### src/rtl/alu_pkg.sv
// Shared definitions for the ALU-side execution resources: the MUL sequencer state encoding
// and the sizing helper for its step counter.
package alu_pkg;

  // 2'd3 is not a legal state; the sequencer recovers from it to StIdle.
  typedef enum logic [1:0] {
    StIdle = 2'd0,
    StRun  = 2'd1,
    StDone = 2'd2
  } state_e;

  function automatic int unsigned cnt_width(input int unsigned w);
    return $clog2(w + 1);
  endfunction

endpackage

### src/rtl/mul_seq_ctrl_if.sv
// Start/operand/result bundle between the CPU control unit (master) and the MUL sequencer (slave).
interface mul_seq_ctrl_if #(
  parameter int unsigned W = 8
) ();

  logic           start;
  logic [W-1:0]   a;
  logic [W-1:0]   b;
  logic           busy;
  logic           done;
  logic [2*W-1:0] product;

  modport master (
    output start, a, b,
    input  busy, done, product
  );

  modport slave (
    input  start, a, b,
    output busy, done, product
  );

endinterface

### src/rtl/mul_seq_ctrl_and.sv
// Gate-level bitwise AND, used as the multiplier's partial-product generator.
module AND #(
  parameter int unsigned W = 8
) (
  input  logic [W-1:0] i_a,
  input  logic [W-1:0] i_b,
  output logic [W-1:0] o_y
);

  for (genvar gi = 0; gi < W; gi++) begin : g_bit
    and u_and (o_y[gi], i_a[gi], i_b[gi]);
  end

endmodule

### src/rtl/mul_seq_ctrl.sv
// Shift-and-add unsigned W x W multiplier sequencer: one operation at a time, W steps,
// 2W-bit registered product with a one-cycle done pulse.
module mul_seq_ctrl
  import alu_pkg::*;
#(
  parameter int unsigned W = 8
) (
  input  logic          clk,
  input  logic          rst_n,
  mul_seq_ctrl_if.slave bus
);

  localparam int unsigned CntW = cnt_width(W);

  state_e          r_state;
  state_e          w_state_d;
  logic            r_busy;
  logic            r_done;
  logic [2*W-1:0]  r_product;
  logic [W-1:0]    r_mcand;
  logic [2*W-1:0]  r_acc;
  logic [CntW-1:0] r_cnt;

  logic            w_accept;
  logic            w_last;
  logic [W-1:0]    w_pp;
  logic [W:0]      w_sum;
  logic [2*W-1:0]  w_acc_step;

  AND #(
    .W (W)
  ) u_pp_and (
    .i_a (r_mcand),
    .i_b ({W{r_acc[0]}}),
    .o_y (w_pp)
  );

  // Carry lands in the top bit, so the shifted accumulator never overflows 2W bits.
  assign w_sum      = {1'b0, r_acc[2*W-1:W]} + {1'b0, w_pp};
  assign w_acc_step = {w_sum, r_acc[W-1:1]};
  assign w_last     = (r_cnt == CntW'(W - 1));

  always_comb begin
    w_state_d = r_state;
    w_accept  = 1'b0;
    case (r_state)
      StIdle: begin
        if (bus.start) begin
          w_accept  = 1'b1;
          w_state_d = StRun;
        end
      end
      StRun: begin
        if (w_last) begin
          w_state_d = StDone;
        end
      end
      StDone:  w_state_d = StIdle;
      default: w_state_d = StIdle;
    endcase
  end

  // busy/done are registered from the next state so they carry no input-to-output path.
  always_ff @(posedge clk or negedge rst_n) begin
    if (!rst_n) begin
      r_state <= StIdle;
      r_busy  <= 1'b0;
      r_done  <= 1'b0;
    end else begin
      r_state <= w_state_d;
      r_busy  <= (w_state_d == StRun) || (w_state_d == StDone);
      r_done  <= (w_state_d == StDone);
    end
  end

  always_ff @(posedge clk or negedge rst_n) begin
    if (!rst_n) begin
      r_mcand   <= '0;
      r_acc     <= '0;
      r_cnt     <= '0;
      r_product <= '0;
    end else if (w_accept) begin
      r_mcand <= bus.a;
      r_acc   <= {{W{1'b0}}, bus.b};
      r_cnt   <= '0;
    end else if (r_state == StRun) begin
      r_acc <= w_acc_step;
      r_cnt <= r_cnt + CntW'(1);
      if (w_last) begin
        r_product <= w_acc_step;
      end
    end
  end

  assign bus.busy    = r_busy;
  assign bus.done    = r_done;
  assign bus.product = r_product;

endmodule
### src/flat_wrapper.sv
// flat-port wrapper written by rule: the top's interface ports become plain ports
module mul_seq_ctrl_flat import alu_pkg::*;
#(
  parameter int unsigned W = 8
)
  (clk, rst_n, bus_start, bus_a, bus_b, bus_busy, bus_done, bus_product);
  mul_seq_ctrl_if #(.W(W)) bus_i ();
  input  logic clk;
  input  logic rst_n;
  input wire logic [$bits(bus_i.start)-1:0] bus_start;
  input wire logic [$bits(bus_i.a)-1:0] bus_a;
  input wire logic [$bits(bus_i.b)-1:0] bus_b;
  output wire logic [$bits(bus_i.busy)-1:0] bus_busy;
  output wire logic [$bits(bus_i.done)-1:0] bus_done;
  output wire logic [$bits(bus_i.product)-1:0] bus_product;
  assign bus_i.start = bus_start;
  assign bus_i.a = bus_a;
  assign bus_i.b = bus_b;
  assign bus_busy = bus_i.busy;
  assign bus_done = bus_i.done;
  assign bus_product = bus_i.product;
  mul_seq_ctrl #(.W(W)) u_core (.clk(clk), .rst_n(rst_n), .bus(bus_i));
endmodule
### config.mk
export PLATFORM = sky130hd
export DESIGN_NAME = mul_seq_ctrl_flat
export DESIGN_NICKNAME = d
export VERILOG_FILES = /design/src/rtl/alu_pkg.sv /design/src/rtl/mul_seq_ctrl_if.sv /design/src/rtl/mul_seq_ctrl_and.sv /design/src/rtl/mul_seq_ctrl.sv /design/src/flat_wrapper.sv
export SDC_FILE = /design/constraint.sdc
export NUM_CORES = 1
export LEC_CHECK = 0
export BUFFER_PORTS_ARGS = -buffer_cell sky130_fd_sc_hd__buf_4
export CORE_MARGIN = 3
export CORE_UTILIZATION = 35
export CTS_BUF_LIST = sky130_fd_sc_hd__clkbuf_8
export DETAILED_ROUTE_END_ITERATION = 8
export PLACE_DENSITY_LB_ADDON = 0.25
export SLEW_MARGIN = 20
export SYNTH_ARGS = -nofsm -noshare
export SYNTH_HDL_FRONTEND = slang
export SYNTH_HIERARCHICAL = 1
export SYNTH_SLANG_ARGS = --single-unit
### constraint.sdc
create_clock -name clk -period 4.25 [get_ports clk]
set_input_delay 0.85 -clock clk [delete_from_list [all_inputs] [get_ports clk]]
set_output_delay 0.85 -clock clk [all_outputs]
set_load 0.1 [all_outputs]
======== After elaboration in Yosys (flattened, before gate mapping) ========
Cells that the tools add are included.
storage, ports and cells
  flip-flop bits (word level) ............. 48
  word-level logic and storage cells ...... 35
  output and inout port bits .............. 18
  bits of input ports ..................... 19
operators by class
  bitwise gates (word level) .............. 9
  reductions and logical operators ........ 4
  equal/unequal tests ..................... 4
  mux-type cells .......................... 9
  $add $sub $neg .......................... 2
operator list
  cell                 number
  $mux 16              2
  $add 8x8->9          1
  $and 1x1->1          8
  $mux 4               2
  $add 4x1->4 const B  1
  $eq 2x1->1 const B   2
  $eq 4x3->1 const B   1
  $mux 2               2
  $pmux 2 s2           1
  $reduce_and 3->1     1
  $eq 2x2->1 const B   1
  $logic_not 2->1      1
  $mux 1               2
  $reduce_bool 2->1    1
  $logic_or 1x1->1     1
  $not 1->1            1

======== Longest topological paths before layout ========
Gate-level depths: netlist (run 1).
  depth in word-level cells ............... 5
  mapped depth ............................ 8
  mapped depth without buffers ............ 7

======== By module ========
Netlist (run 1), hierarchy kept.
modules (own cells, without submodules)
  module        times used  sequential area each (µm²)  area an instance (µm²)  cells each
  mul_seq_ctrl  1           1201.2                      2182.1                  228
  AND           1           0.0                         50.0                    8

======== Worst setup path before layout (run 1) ========
OpenSTA, ideal clock, no wires.
  path kind ............................... reg-to-reg
  from .................................... reg u_core.r_acc[0]
  to ...................................... reg u_core.r_acc[13]
  stages on the path, launching flop included .. 8
  path slack .............................. 2213 ps
  path buffers ............................ 0
  data arrival time ....................... 1901 ps
  period minus slack after synthesis ...... 2037 ps
  library setup time ...................... 136 ps
  data required time ...................... 4114 ps
  cells stage by stage .................... dfrtp_1 and2_1 ha_1 fa_1 a21o_1 a221oi_1 xnor2_1 o21ai_0
between the ends
  cells in the longest elaborated chain, start to end .. 4
  elaborated cells between the ends (all ways) .. 10
  classes of those cells .................. 1 x add/sub; 2 x mux; 7 x bitwise
RTL lines
  item                      RTL line                RTL
  start: declaration        mul_seq_ctrl.sv:21      logic [2*W-1:0] r_acc;
  start signal: assignment  mul_seq_ctrl.sv:84      r_acc <= {{W{1'b0}}, bus.b};
  start signal: assignment  mul_seq_ctrl.sv:87      r_acc <= w_acc_step;
  $and 1x1->1               mul_seq_ctrl_and.sv:11  and u_and (o_y[gi], i_a[gi], i_b[gi]);
  net u_core.w_pp[0]        mul_seq_ctrl.sv:26      logic [W-1:0] w_pp;
  $add 8x8->9               mul_seq_ctrl.sv:39      assign w_sum = {1'b0, r_acc[2*W-1:W]} + {1'b0, w_pp};
  $mux 16                   mul_seq_ctrl.sv:86      end else if (r_state == StRun) begin
  $mux 16                   mul_seq_ctrl.sv:82      end else if (w_accept) begin
The timed path passes the listed nets, and every way through them passes these cells. The select of a mux whose other input is x is not followed.
A chain may end at the register's enable or synchronous reset.

======== Final worst setup path (run 1) ========
  from .................................... reg u_core.r_cnt[0]
  to ...................................... reg u_core.r_busy, in the netlist u_core/bus.busy
between the ends
  cells in the longest elaborated chain, start to end .. 5
  elaborated cells between the ends (all ways) .. 6
  classes of those cells .................. 3 x eq/ne; 2 x mux; 1 x reduce/logical
RTL lines
  item                                      RTL line            RTL
  start: declaration                        mul_seq_ctrl.sv:22  logic [CntW-1:0] r_cnt;
  start signal: assignment                  mul_seq_ctrl.sv:88  r_cnt <= r_cnt + CntW'(1);
  $eq 4x3->1 (*)                            mul_seq_ctrl.sv:41  assign w_last = (r_cnt == CntW'(W - 1));
  $mux 2 (*)                                mul_seq_ctrl.sv:54  if (w_last) begin
  $pmux 2 s2 (*)                            mul_seq_ctrl.sv:46  case (r_state)
  $eq 2x1->1 or $eq 2x2->1 (tied branches)  mul_seq_ctrl.sv:71  r_busy <= (w_state_d == StRun) || (w_state_d == StDone);
  $logic_or 1x1->1 (*)                      mul_seq_ctrl.sv:71
  end signal: assignment                    mul_seq_ctrl.sv:71
  end: declaration                          mul_seq_ctrl.sv:17  logic r_busy;
Every way passes the cells marked *; elsewhere a longest branch is shown, timed or not.

==> impl_summary.txt, run 1 <==
----------------------------------------------------
[Clock network]
  Maximum number of buffers from clock root to sink ... 2
  Insertion delay to the later sink of the worst-skew pair ... 0.30 ns
  TritonCTS clock tree ... yes
  Library cell used as clock root buffer ... sky130_fd_sc_hd__clkbuf_8
  Post-cts resize count ... 0
  Cts-stage hold buffer count ... 0
  Total clock buffers created by CTS ... 5
  Number of clock sinks ... 48
  CTS clk-pin slew, worst paths ... 0.09 ns
  H-tree depth reported by CTS ... 2
  Post-CTS repair timing setup buffer count ... 0

[Worst setup path]
  Required time of the critical path ... 4.46 ns
  R2R cell count ... 6
  Data arrival time at the worst-slack endpoint ... 2.52 ns
  Series of cell instances along the critical path ... ha_1 -> nand3b_1 -> or2_1 -> inv_1 -> ha_1 -> inv_1
  Critical path class ... flop to flop
  Slowest CP cell ... sky130_fd_sc_hd__or2_1
  Startpoint Class ... flop
  End of the worst register-to-register path ... u_core/bus.busy$_DFF_PN0_
  R2R setup slack ... 1.94 ns
  Reg2Reg Launch Point ... u_core/r_cnt[0]$_DFFE_PN0P_
  Critical path's largest stage delay ... 0.63 ns
  Critical path capture point type ... flop
  Maximum net fanout on the critical path ... 24

[Yosys]
  Number of library cell types mapped by synthesis ... 34
  Main synth FF type ... sky130_fd_sc_hd__dfrtp_1
  Most common cell in the synthesized netlist ... sky130_fd_sc_hd__nand2_1
  Ranking of synthesized cells by instance count ... 83 x sky130_fd_sc_hd__nand2_1, 48 x sky130_fd_sc_hd__dfrtp_1, 12 x sky130_fd_sc_hd__o21ai_0, 11 x sky130_fd_sc_hd__nand3_1, 10 x sky130_fd_sc_hd__ha_1
  Sequential cell area fraction in the yosys report ... 0.538
  Number of storage elements in the synthesis netlist ... 48
  Share of flip-flops with an asynchronous set or reset ... 1.00
  Synthesized instance count ... 236
  Post-synth EDFFs ... 0
  Leading cell types by total area after synthesis ... sky130_fd_sc_hd__dfrtp_1 54%, sky130_fd_sc_hd__nand2_1 14%, sky130_fd_sc_hd__ha_1 5.6%
  Yosys top cell area share ... 0.538
  Ys Warns ... 6
  Post-Syn Nets ... 266
  Avg Cell Area, Syn ... 9.46 µm²
  Cell accounting for the most synthesized area ... sky130_fd_sc_hd__dfrtp_1
  Netlist Area Pre-Place ... 2230 µm²

[STA]
  Peak clock frequency supported by timing ... 433 MHz
  Final setup violating endpoints ... 0
  Portion of the clock cycle consumed by the worst path in the final layout ... 0.544
  Headroom to the max-slew limit ... 0.475
  Unrepaired setup endpoints after global routing ... false
  Total count of max-transition violations in the final report ... 0
  Total count of hold-check failures in the final report ... 0
  Worst-margin pin slew ... 0.788 ns
  Max Clock Skew ... 0.00495 ns
  Final sum of negative setup slack ... 0 ns
  Min Tclk post-route ... 2.31 ns

[Die]
  Die Outline Area ... 7370 µm²
  Die Span Y ... 85.9 µm
  Cell row count ... 28
  Core region area ... 6060 µm²
  Effective utilization at floorplan ... 0.368
  I/O Pins ... 37
  Horiz. Die Dim ... 85.9 µm

[Route]
  Number of DRC violations after detailed routing ... 0
  Via count ... 1,706
  Antenna-violating nets left ... 0
  First DRT Iteration DRCs ... 104
  Final wirelength ... 4680 µm
  Detailed-route wire length per cell ... 13.5 µm
  Router iterations before antenna repair ... 4
  Per-cell via count in the routed design ... 4.92

[GRT]
  First-pass GRT wire length ... 8080 µm
  Antenna violations before repair ... 0
  Vias in the first global route ... 1,650
  Global route total overflow ... 0
  GRT Overall Usage ... 0.139
  Maximum number of pins on one net before global-route repair ... 49

[Cells and area]
  Area Overhead vs Synth ... 20.1%
  Sequential cell area in the final layout ... 1200 µm²
  Number of filler instances in the final layout ... 630
  Antenna fix cells ... 0
  Area occupied by multi-input gates ... 971 µm²
  Share of cells above drive strength 1 ... 0.184
  Total Nets Final ... 301

[Worst hold path]
  Number of cells on the worst hold path ... 2
  Class of the tightest hold or removal check ... flop to flop
  Startpoint of the most critical hold path ... u_core/r_mcand[1]$_DFFE_PN0P_
  End of the worst hold path ... u_core/r_mcand[1]$_DFFE_PN0P_

[Run status]
  Status ... completed

[Placed design]
  IO buf count ... 36
  Placer congestion estimate ... 0.780
  Detailed Place HPWL ... 3270 µm

[Run]
  Number of max-cap violations ... 0

----------------------------------------------------
## kinds of logic (layout without fill, tap and decap cells)
| family | count (synthesis) | after routing | synth area share |
|---|---|---|---|
| flops | 48 | 48 | 0.538 |
| buf+inv | 15 | 51 | 0.0269 |
| fa+ha+maj | 11 | 11 | 0.0650 |
| compound gates | 38 | 38 | 0.108 |
| simple gates | 117 | 117 | 0.233 |
| xor+xnor | 5 | 5 | 0.0196 |
| mux | 2 | 2 | 0.00897 |
## cell usage in the layout, fill, tap and decap left out, drive strengths merged, types with 3 or more instances in the layout
cell and n:
xnor2 4, a22oi 8, and2 8, buf 38, nand2 83, nand3 11, inv 5, nor2 3
o31ai 3, clkbuf 5, o21ai 12, dfrtp 48, a21oi 7, ha 10
## critical path, delay by kind of cell, from the launching register on
kind,cells,cell delay (ns)
buffers and inverters,2,0.43
DFF,1,0.42
adders and majority gates,2,0.62
and+or+nand+nor,2,0.74
## cell type report
class | instances | share of cell area
flip-flops and latches | 48 | 0.448
clock buffers | 5 | 0.0257
inverters | 5 | 0.00700
clock inverters | 3 | 0.0159
repair buffers | 38 | 0.106
multi-input cells | 173 | 0.362
well taps | 75 | 0.0350
## state kept, by name (all words and copies together) (netlist names)
name / flops
u_core/r_acc: 16
u_core/bus.product: 16
u_core/bus.done: 1
u_core/bus.busy: 1
u_core/r_cnt: 4
u_core/r_state: 2
u_core/r_mcand: 8
## routing by layer
metal,global-route usage,part of all wire
met5,0,0
met1,0.203,0.51
met2,0.206,0.44
met3,0.0346,0.035
met4,0.0388,0.014
## how the worst max path moves through the flow
stage	start	to	slack, ns	cells past startpoint
4_1_cts	u_core/r_cnt[0]$_DFFE_PN0P_	u_core/bus.busy$_DFF_PN0_	1.92	6
3_5_place_dp	u_core/r_cnt[0]$_DFFE_PN0P_	u_core/bus.busy$_DFF_PN0_	1.96	6
3_3_place_gp	u_core/r_acc[0]$_DFFE_PN0P_	u_core/bus.product[13]$_DFFE_PN0P_	2.03	7
5_1_grt	u_core/r_cnt[0]$_DFFE_PN0P_	u_core/bus.busy$_DFF_PN0_	1.71	6
6_report	u_core/r_cnt[0]$_DFFE_PN0P_	u_core/bus.busy$_DFF_PN0_	1.94	6
2_1_floorplan	u_core/r_acc[0]$_DFFE_PN0P_	u_core/r_acc[13]$_DFFE_PN0P_	2.21	7
## through the flow
stage / hold slack (ns) / instances / area (µm²) / setup slack [ns] / utilization
final: 0.474 / 347 / 2680 / 1.94 / 0.442
after global routing: 0.508 / 347 / 2680 / 1.71 / 0.442
after CTS: 0.479 / 347 / 2680 / 1.92 / 0.442
after detailed placement: 0.463 / 339 / 2570 / 1.96 / 0.424
after global placement: 0.454 / 339 / 2570 / 2.03 / 0.424
after floorplan: 0.436 / 236 / 2230 / 2.21 / -
Power of run 1 is not shown: default switching activity piles up to over one toggle a cycle in this logic, so the estimate is an artifact.
==> run 2, diff against run 1 <==
Clock period 4.25 ns to 2.4 ns, I/O delays scaled along.
==> run 2 against run 1 <==
Clock skew up 0.0035 ns. Via count down 1.3%. Utilization up 0.19 points. Die area unchanged. Critical path depth up 1. Maximum frequency up 4.2%. Worst setup slack worse by 1.8 ns. Final cell count up 0.58%.
==> impl_summary.txt, run 2 (synthesis gave the netlist of run 1 again) <==
----------------------------------------------------
[Clock network]
  Maximum number of buffers from clock root to sink ... 2 (unchanged)
  H-tree depth reported by CTS ... 2 (unchanged)
  TritonCTS clock tree ... yes (unchanged)
  Post-CTS repair timing setup buffer count ... 0 (unchanged)
  CTS clk-pin slew, worst paths ... 0.09 ns (about the same)
  Post-cts resize count ... 0 (unchanged)
  Insertion delay to the later sink of the worst-skew pair ... 0.30 ns (about the same)
  Library cell used as clock root buffer ... sky130_fd_sc_hd__clkbuf_8 (unchanged)
  Total clock buffers created by CTS ... 5 (unchanged)
  Number of clock sinks ... 48 (unchanged)
  Cts-stage hold buffer count ... 0 (unchanged)

[GRT]
  First-pass GRT wire length ... 8060 µm (was 8080 µm)
  Maximum number of pins on one net before global-route repair ... 49 (unchanged)
  GRT Overall Usage ... 0.137 (was 0.139)
  Antenna violations before repair ... 0 (unchanged)
  Vias in the first global route ... 1,698 (was 1,650)
  Global route total overflow ... 0 (unchanged)

[Route]
  Met3 Routed Length ... 170 µm (was 163 µm)
  Via count ... 1,684 (was 1,706)
  Per-cell via count in the routed design ... 4.83 (was 4.92)
  Met2 Routed Length ... 2100 µm (was 2080 µm)
  Router iterations before antenna repair ... 4 (unchanged)
  Detailed-route wire length per cell ... 13.2 µm (was 13.5 µm)
  Final wirelength ... 4620 µm (was 4680 µm)
  Uppermost layer routed ... met4 (unchanged)
  First DRT Iteration DRCs ... 53 (was 104)
  Antenna-violating nets left ... 0 (unchanged)
  Metal-1 WL ... 2290 µm (was 2380 µm)
  Number of DRC violations after detailed routing ... 0 (unchanged)

[STA]
  Final setup violating endpoints ... 0 (unchanged)
  Max Clock Skew ... 0.00848 ns (was 0.00495 ns)
  Total count of max-transition violations in the final report ... 0 (unchanged)
  Worst-margin pin slew ... 0.684 ns (was 0.788 ns)
  Unrepaired setup endpoints after global routing ... false (unchanged)
  Peak clock frequency supported by timing ... 451 MHz (was 433 MHz)
  Worst-case setup margin in the final layout ... 0.183 ns (was 1.94 ns)
  Portion of the clock cycle consumed by the worst path in the final layout ... 0.924 (was 0.544)
  Total count of hold-check failures in the final report ... 0 (unchanged)
  Final sum of negative setup slack ... 0 ns (unchanged)
  Headroom to the max-slew limit ... 0.542 (was 0.475)
  Min Tclk post-route ... 2.22 ns (was 2.31 ns)

[Worst setup path]
  Startpoint Class ... flop (unchanged)
  Required time of the critical path ... 2.58 ns (was 4.46 ns)
  Data arrival time at the worst-slack endpoint ... 2.39 ns (was 2.52 ns)
  Critical path capture point type ... flop (unchanged)
  Series of cell instances along the critical path ... and2_1 -> ha_1 -> fa_1 -> a21o_1 -> a221oi_1 -> o21ba_2 -> o21ai_0 (was ha_1 -> nand3b_1 -> or2_1 -> inv_1 -> ha_1 -> inv_1)
  End of the worst register-to-register path ... u_core/r_acc[15]$_DFFE_PN0P_ (was u_core/bus.busy$_DFF_PN0_)
  Critical path class ... flop to flop (unchanged)
  Count of buffering cells on the critical path with inverters included ... 0 (was 2)
  Reg2Reg Launch Point ... u_core/r_acc[0]$_DFFE_PN0P_ (was u_core/r_cnt[0]$_DFFE_PN0P_)
  CP delay by family, top ... compound AO/OA/AOI/OAI gates (was simple AND/OR/NAND/NOR gates)
  R2R setup slack ... 0.18 ns (was 1.94 ns)
  Slowest CP cell ... sky130_fd_sc_hd__dfrtp_1 (was sky130_fd_sc_hd__or2_1)
  Critical path's largest stage delay ... 0.45 ns (was 0.63 ns)
  R2R cell count ... 7 (was 6)
  Maximum net fanout on the critical path ... 9 (was 24)

[Cells and area]
  Total Nets Final ... 303 (was 301)
  Share of cells above drive strength 1 ... 0.186 (was 0.184)
  Leading cell types in the layout, fill and taps excluded ... 83 x sky130_fd_sc_hd__nand2_1, 48 x sky130_fd_sc_hd__dfrtp_1, 40 x sky130_fd_sc_hd__buf_4, 12 x sky130_fd_sc_hd__o21ai_0, 11 x sky130_fd_sc_hd__nand3_1 (was 83 x sky130_fd_sc_hd__nand2_1, 48 x sky130_fd_sc_hd__dfrtp_1, 38 x sky130_fd_sc_hd__buf_4, 12 x sky130_fd_sc_hd__o21ai_0, 11 x sky130_fd_sc_hd__nand3_1)
  Area Overhead vs Synth ... 20.6% (was 20.1%)
  Number of filler instances in the final layout ... 608 (was 630)
  Antenna fix cells ... 0 (unchanged)
  Most common library cell in the layout ignoring fill and taps ... sky130_fd_sc_hd__nand2_1 (unchanged)

[Die]
  Core region area ... 6060 µm² (unchanged)
  Die Span Y ... 85.9 µm (unchanged)
  Cell row count ... 28 (unchanged)
  Effective utilization at floorplan ... 0.368 (unchanged)
  Die Outline Area ... 7370 µm² (unchanged)
  Horiz. Die Dim ... 85.9 µm (unchanged)
  I/O Pins ... 37 (unchanged)

[Placed design]
  Placer congestion estimate ... 0.759 (was 0.780)
  Worst slack at placement ... 0.184 ns (was 1.96 ns)
  Detailed Place HPWL ... 3240 µm (was 3270 µm)
  IO buf count ... 36 (unchanged)

[Worst hold path]
  Class of the tightest hold or removal check ... input port to async pin (was flop to flop)

[Run status]
  Status ... completed (unchanged)

[Run]
  Number of max-cap violations ... 0 (unchanged)

----------------------------------------------------
[run 2: layer usage]
metal / vias to the layer above / global-route usage
met5: - / 0
met4: 0 / 0.0388
met3: 4 / 0.0298
met2: 28 / 0.212
met1: 789 / 0.194
li1: 863 / -
[run 2: layout make-up]
cell class,instances,area [µm²],area share
repair buffers,40,300,0.112
multi-input cells,173,971,0.361
flip-flops and latches,48,1200,0.446
inverters,5,18.8,0.00697
clock buffers,5,68.8,0.0256
well taps,75,93.8,0.0349
clock inverters,3,38.8,0.0144
[run 2: how the worst max path moves through the flow]
stage                                   endpoint  cells after the start                         from  slack (ns)
floorplan           u_core/r_acc[13]$_DFFE_PN0P_                      7  u_core/r_acc[0]$_DFFE_PN0P_        0.36
global placement    u_core/r_acc[15]$_DFFE_PN0P_                      7  u_core/r_acc[0]$_DFFE_PN0P_        0.26
detailed placement  u_core/r_acc[13]$_DFFE_PN0P_                      7  u_core/r_acc[0]$_DFFE_PN0P_        0.18
CTS                 u_core/r_acc[15]$_DFFE_PN0P_                      7  u_core/r_acc[0]$_DFFE_PN0P_        0.18
global route        u_core/r_acc[15]$_DFFE_PN0P_                      7  u_core/r_acc[0]$_DFFE_PN0P_       0.004
finish              u_core/r_acc[15]$_DFFE_PN0P_                      7  u_core/r_acc[0]$_DFFE_PN0P_        0.18
[run 2: through the flow]
stage	util	cells	area (µm²)	hold WS [ns]
final	0.444	349	2690	0.186
after floorplan	-	236	2230	0.184
after CTS	0.444	349	2690	0.216
after global placement	0.427	341	2580	0.458
after detailed placement	0.427	341	2580	0.461
after global routing	0.444	349	2690	0.236
Power of run 2 is left out for the same reason.
